===== src/rtl/encoder_controller_if.sv =====
// encoder_controller_if: strobe/index bundle between encoder_controller and its datapath. Rev 1.0
`default_nettype none

interface encoder_controller_if #(
  parameter int DIM  = 5,
  parameter int LANE = 64
);
  localparam int IW = (DIM  > 1) ? $clog2(DIM)  : 1;
  localparam int KW = (LANE > 1) ? $clog2(LANE) : 1;

  logic          start;
  logic          reset;
  logic          read;
  logic          resetk;
  logic          inc;
  logic          write;
  logic          incij;
  logic [IW-1:0] i_idx;
  logic [IW-1:0] j_idx;
  logic [KW-1:0] k_idx;
  logic          busy;
  logic          done;

  modport master (
    input  start,
    output reset, read, resetk, inc, write, incij, i_idx, j_idx, k_idx, busy, done
  );

  modport slave (
    output start,
    input  reset, read, resetk, inc, write, incij, i_idx, j_idx, k_idx, busy, done
  );
endinterface

`default_nettype wire


===== src/rtl/encoder_controller.sv =====
// encoder_controller: Moore FSM sweeping a DIM x DIM grid of LANE-bit cells, row-major. Rev 1.0
`default_nettype none

module encoder_controller #(
  parameter int DIM  = 5,
  parameter int LANE = 64
) (
  input  wire logic          clk,
  input  wire logic          rst,
  encoder_controller_if.master bus
);
  localparam int IW = (DIM  > 1) ? $clog2(DIM)  : 1;
  localparam int KW = (LANE > 1) ? $clog2(LANE) : 1;
  localparam logic [IW-1:0] c_IJ_LAST = IW'(DIM - 1);
  localparam logic [KW-1:0] c_K_LAST  = KW'(LANE - 1);

  typedef enum logic [2:0] {
    S_IDLE   = 3'd0,
    S_INIT   = 3'd1,
    S_RESETK = 3'd2,
    S_CELL   = 3'd3,
    S_WRITE  = 3'd4,
    S_NEXT   = 3'd5,
    S_DONE   = 3'd6
  } state_t;

  state_t        r_state;
  state_t        w_next;
  logic [IW-1:0] r_i;
  logic [IW-1:0] r_j;
  logic [KW-1:0] r_k;
  logic          w_reset;
  logic          w_read;
  logic          w_resetk;
  logic          w_inc;
  logic          w_write;
  logic          w_incij;
  logic          w_busy;
  logic          w_done;

  always_ff @(posedge clk or negedge rst) begin
    if (!rst) begin
      r_state <= S_IDLE;
    end else begin
      r_state <= w_next;
    end
  end

  // Strobes depend on r_state only; start affects nothing but the IDLE exit.
  always_comb begin
    w_next   = r_state;
    w_reset  = 1'b0;
    w_read   = 1'b0;
    w_resetk = 1'b0;
    w_inc    = 1'b0;
    w_write  = 1'b0;
    w_incij  = 1'b0;
    w_done   = 1'b0;
    w_busy   = (r_state != S_IDLE);
    case (r_state)
      S_IDLE: begin
        if (bus.start) w_next = S_INIT;
      end
      S_INIT: begin
        w_reset = 1'b1;
        w_read  = 1'b1;
        w_next  = S_RESETK;
      end
      S_RESETK: begin
        w_resetk = 1'b1;
        w_next   = S_CELL;
      end
      S_CELL: begin
        w_inc = 1'b1;
        if (r_k == c_K_LAST) w_next = S_WRITE;
      end
      S_WRITE: begin
        w_write = 1'b1;
        if (r_i == c_IJ_LAST && r_j == c_IJ_LAST) w_next = S_DONE;
        else                                      w_next = S_NEXT;
      end
      S_NEXT: begin
        w_incij = 1'b1;
        w_next  = S_RESETK;
      end
      S_DONE: begin
        w_done = 1'b1;
        w_next = S_IDLE;
      end
      default: begin
        w_next = S_IDLE;
        w_busy = 1'b0;
      end
    endcase
  end

  always_ff @(posedge clk or negedge rst) begin
    if (!rst) begin
      r_i <= '0;
      r_j <= '0;
      r_k <= '0;
    end else begin
      case (r_state)
        S_INIT: begin
          r_i <= '0;
          r_j <= '0;
          r_k <= '0;
        end
        S_RESETK: r_k <= '0;
        S_CELL: begin
          if (r_k != c_K_LAST) r_k <= r_k + KW'(1);
        end
        S_NEXT: begin
          if (r_j == c_IJ_LAST) begin
            r_j <= '0;
            r_i <= r_i + IW'(1);
          end else begin
            r_j <= r_j + IW'(1);
          end
        end
        default: ;
      endcase
    end
  end

  assign bus.reset  = w_reset;
  assign bus.read   = w_read;
  assign bus.resetk = w_resetk;
  assign bus.inc    = w_inc;
  assign bus.write  = w_write;
  assign bus.incij  = w_incij;
  assign bus.busy   = w_busy;
  assign bus.done   = w_done;
  assign bus.i_idx  = r_i;
  assign bus.j_idx  = r_j;
  assign bus.k_idx  = r_k;
endmodule

`default_nettype wire


===== src/flat_wrapper.sv =====
// flat-port wrapper written by rule: the top's interface ports become plain ports
module encoder_controller_flat 
#(
  parameter int DIM  = 5,
  parameter int LANE = 64
)
  (clk, rst, bus_start, bus_reset, bus_read, bus_resetk, bus_inc, bus_write, bus_incij, bus_i_idx, bus_j_idx, bus_k_idx, bus_busy, bus_done);
  encoder_controller_if #(.DIM(DIM), .LANE(LANE)) bus_i ();
  input  wire logic clk;
  input  wire logic rst;
  input wire logic [$bits(bus_i.start)-1:0] bus_start;
  output wire logic [$bits(bus_i.reset)-1:0] bus_reset;
  output wire logic [$bits(bus_i.read)-1:0] bus_read;
  output wire logic [$bits(bus_i.resetk)-1:0] bus_resetk;
  output wire logic [$bits(bus_i.inc)-1:0] bus_inc;
  output wire logic [$bits(bus_i.write)-1:0] bus_write;
  output wire logic [$bits(bus_i.incij)-1:0] bus_incij;
  output wire logic [$bits(bus_i.i_idx)-1:0] bus_i_idx;
  output wire logic [$bits(bus_i.j_idx)-1:0] bus_j_idx;
  output wire logic [$bits(bus_i.k_idx)-1:0] bus_k_idx;
  output wire logic [$bits(bus_i.busy)-1:0] bus_busy;
  output wire logic [$bits(bus_i.done)-1:0] bus_done;
  assign bus_i.start = bus_start;
  assign bus_reset = bus_i.reset;
  assign bus_read = bus_i.read;
  assign bus_resetk = bus_i.resetk;
  assign bus_inc = bus_i.inc;
  assign bus_write = bus_i.write;
  assign bus_incij = bus_i.incij;
  assign bus_i_idx = bus_i.i_idx;
  assign bus_j_idx = bus_i.j_idx;
  assign bus_k_idx = bus_i.k_idx;
  assign bus_busy = bus_i.busy;
  assign bus_done = bus_i.done;
  encoder_controller #(.DIM(DIM), .LANE(LANE)) u_core (.clk(clk), .rst(rst), .bus(bus_i));
endmodule

===== config.mk =====
export PLATFORM = sky130hd
export DESIGN_NAME = encoder_controller_flat
export DESIGN_NICKNAME = d
export VERILOG_FILES = /design/src/rtl/encoder_controller_if.sv /design/src/rtl/encoder_controller.sv /design/src/flat_wrapper.sv
export SDC_FILE = /design/constraint.sdc
export NUM_CORES = 1
export LEC_CHECK = 0
export ABC_AREA = 1
export CORE_MARGIN = 2
export CORE_UTILIZATION = 40
export CTS_BUF_LIST = sky130_fd_sc_hd__clkbuf_4 sky130_fd_sc_hd__clkbuf_8
export DETAILED_ROUTE_END_ITERATION = 6
export GPL_TIMING_DRIVEN = 0
export PLACE_DENSITY = 0.7
export SKIP_CTS_REPAIR_TIMING = 1
export SYNTH_ARGS = -nofsm -noshare
export SYNTH_HDL_FRONTEND = slang
export SYNTH_SLANG_ARGS = --single-unit

===== constraint.sdc =====
create_clock -name clk -period 3.1 [get_ports clk]
set_clock_uncertainty 0.1 [all_clocks]
set_input_delay 0.31 -clock clk [delete_from_list [all_inputs] [get_ports clk]]
set_output_delay 0.31 -clock clk [all_outputs]
set_load 0.1 [all_outputs]

==> results.txt <==
The flow ran to the end, and the final reports show no timing, DRC or antenna violations. Tightest slew margin relative to the limit: 34.9%. Dividing the detail-routed wire length by the instance count gives 11.5 microns. The category of the most critical setup path is reg2out. Number of H-tree levels: 1.

In the post-synthesis netlist, the cell with the most instances is nand2_1. After synthesis, the share of flip-flops with an asynchronous set or reset is 100%. The required time at the endpoint of the critical path was 2690 ps.

Setup repair after global routing left no endpoint under its margin. Counting flops with a built-in enable in the synthesized netlist gives 0. The tightest hold path in the finished design has a slack of 333 ps. The synthesized design contains 15 register bits. The total area inside the core boundary comes to 2020 sq um.

In this run the power spent charging and discharging nets is 0.0828 mW. The global placer's final weighted congestion was 0.783. The tools report the total number of placement rows as 16. The die covers 2590 sq um. The startpoint identified for the worst register-to-register timing path is u_core.bus.k_idx[0]. Once detailed placement completed, the half-perimeter wirelength came to 1.51 mm. Counting every net in the synthesized netlist gives 124. The clock root buffer was clkbuf_4. The worst setup path is launched from a register. The switching portion of total power is 24.9%, and the number of failing setup endpoints in the final timing report is 0. The number of synthesis warnings came out at 0. The tools report the total routed wirelength as 1.94 mm. Sequential elements use 42.7% of the synthesized area. The die is 50.9 microns tall.

STA classifies the critical path endpoint as a primary output. The layer flagged by global routing as most heavily used is met2. By area the synthesized netlist is led by dfrtp_1 43%, nand2_1 16%, ha_1 7.1%. The clock network burns 36.3% of the power. The initial utilization of the core area, before any placement, comes to 43.4%. After clock tree synthesis, the clock-pin slew on the worst setup and hold paths is 100 ps. 0 antenna diodes ended up in the layout. First-iteration detailed-routing DRC count: 11.

The leading area contributor after synthesis is dfrtp_1. The met3 global-route usage is 2.63%, and the count of clock tree sinks is 15. Sequential cells account for 59.3% of the total power. TritonCTS built the clock tree. The tools report the placed standard-cell area as 1130 sq um. Global routing used 24.5% of the available met1 tracks. Entering global routing, the biggest net connects 16 pins.

The mapped netlist covers 878 sq um. The multi-input gate area in the final layout came out at 434 sq um. The number of vias in the routed layout is 806, and the proportion of netlist area held by the largest area contributor is 42.7%.

In the synthesized netlist, the cells that appear most often are 37 x nand2_1, 15 x dfrtp_1, 14 x inv_1, 10 x nor2_1, 8 x nand3_1. For the proportion of power drawn by combinational gates, the log shows 4.4%. The analysis attributes to cell leakage a power of 0.576 nW.

The number of pins exceeding their max-slew limit in the final report was 0. At the pin with the least slew margin, the transition time is 973 ps. For this run, the detailed router's first-pass iteration total came to 4.

The total of fill cells in the finished design is 197, and the count of different cell masters after synthesis is 21. The clock reaches the later pin of the worst-skew pair after 290 ps. The time the final worst path needs with I/O delays and setup was 2760 ps; the initial antenna violation count was 0. Proportion of layout cells with a drive suffix above 1: 9.15%. The number of endpoints with negative hold slack in the final report was 0; the number of remaining DRC errors was 0.

The logs give 3.45 mm for the wire length of the first global-routing pass and 28.9% for the fraction of met2 tracks used by global routing. The overall die width works out to 50.9 microns. The highest net fanout along the worst path was 8. IR analysis of the VDD net gives a maximum drop of 0.000316 V. For the remaining number of nets flagged by the antenna check after routing, the log shows 0. Derived from the worst setup path, the maximum achievable clock frequency is 0.362 GHz. The area of all placed cells without fillers came out at 1160 sq um. Final clock period utilization by the worst path: 89.1%. The critical path starts at u_core.r_state[2]. The data arrival time of the worst path was 2350 ps; the register-to-register setup slack was 1510 ps. The min-delay analysis places its worst path in the category in2async. Adding up every negative setup slack in the final design gives 0 ps. The dominant register cell in the synthesized netlist was dfrtp_1. The number of clock buffers added by TritonCTS is 3. 23 I/O pins were placed. In this run the tool buffered the top-level ports with 22 buffer cells. The overall fraction of global-route tracks in use is 17.8%. After global routing the overflow that remains totals 0.

The relative area change from synthesis to final layout is 32.3%, and the routed via count divided by cell count is 4.77. In this run the power density over the cells is 286 nW/um^2. The average instance in the mapped netlist occupies 7.57 sq um.

The maximum root-to-sink buffer count is 2, and the final net count is 151. The tools report the total internal power as 0.249 mW. The number of global-route vias before repair was 761.

In the final layout, flip-flops and latches occupy 375 sq um. The max capacitance violation total is 0. Synthesis produced 116 cells.
-- layout make-up --
cell class,count,share of cell area [%]
multi-input combinational,84,37.4
sequential,15,32.3
timing repair buffer,22,18.9
inverter,15,4.84
tap,27,2.91
clock buffer,3,1.94
buffer,2,1.08
clock inverter,1,0.646
-- power by group through the flow --
stage / registers (mW) / logic [mW] / clock network (mW)
floorplan: 0.206 / 0.00131 / 0
detailed placement: 0.201 / 0.0150 / 0
global placement: 0.201 / 0.0144 / 0
finish: 0.197 / 0.0147 / 0.120
global route: 0.197 / 0.0164 / 0.134
CTS: 0.197 / 0.0150 / 0.124
-- registers in the layout, summed over array words and instances, names as in the netlist --
signal            flops
u_core.bus.i_idx      3
u_core.bus.j_idx      3
u_core.bus.k_idx      6
u_core.r_state        3
-- cells by family (layout without fill, tap and decap cells) --
logic type,after synthesis,count (layout),synth area share [%]
adder cells (fa/ha/maj),5,5,7.12
AO/OA/AOI/OAI,12,12,7.41
XOR/XNOR,3,3,2.99
AND/OR/NAND/NOR,64,64,31.9
buffers and inverters,17,43,7.83
flip-flops,15,15,42.7
-- cell usage in the layout, fill, tap and decap left out, drive strengths merged --
master         instances
nor2                  14
xor2                   1
nor3                   2
clkdlybuf4s50         22
xnor2                  2
o21ai                  9
clkbuf                 3
a21oi                  1
nand2                 39
clkinvlp               1
dfrtp                 15
nand3                  8
o21bai                 1
nand4                  1
ha                     5
o21a                   1
buf                    2
inv                   15
-- routing by layer --
metal / part of all wire (%) / wire length (microns)
met1: 50 / 975
met2: 46 / 896
met3: 2.9 / 56
met4: 0.46 / 9
met5: 0 / 0
-- metrics by stage --
step / instances / power, mW / worst slack (ps) / utilization, %
floorplan: 116 / 0.207 / 111 / -
detailed placement: 165 / 0.216 / 665 / 56.0
global placement: 165 / 0.215 / 679 / 56.0
global route: 169 / 0.348 / 252 / 57.5
CTS: 169 / 0.336 / 330 / 57.5
finish: 169 / 0.332 / 338 / 57.5
-- path summary, 6_finish.rpt --
check,to,depth (start not counted)
worst max-delay path,bus_incij,4
worst min-delay path,u_core.bus.i_idx[0],1
worst max register to register,u_core.bus.k_idx[0],7
worst min register to register,u_core.bus.i_idx[1],2
max in group asynchronous,u_core.bus.k_idx[4],1
min in group clk,u_core.bus.i_idx[1],2
-- critical path, stage by stage (launching register included) --
cell and delay [ps]:
dfrtp_1 330, buf_2 200, inv_1 130, nor2_2 230, clkdlybuf4s50_1 1170
(Power assumes the default switching activity.)
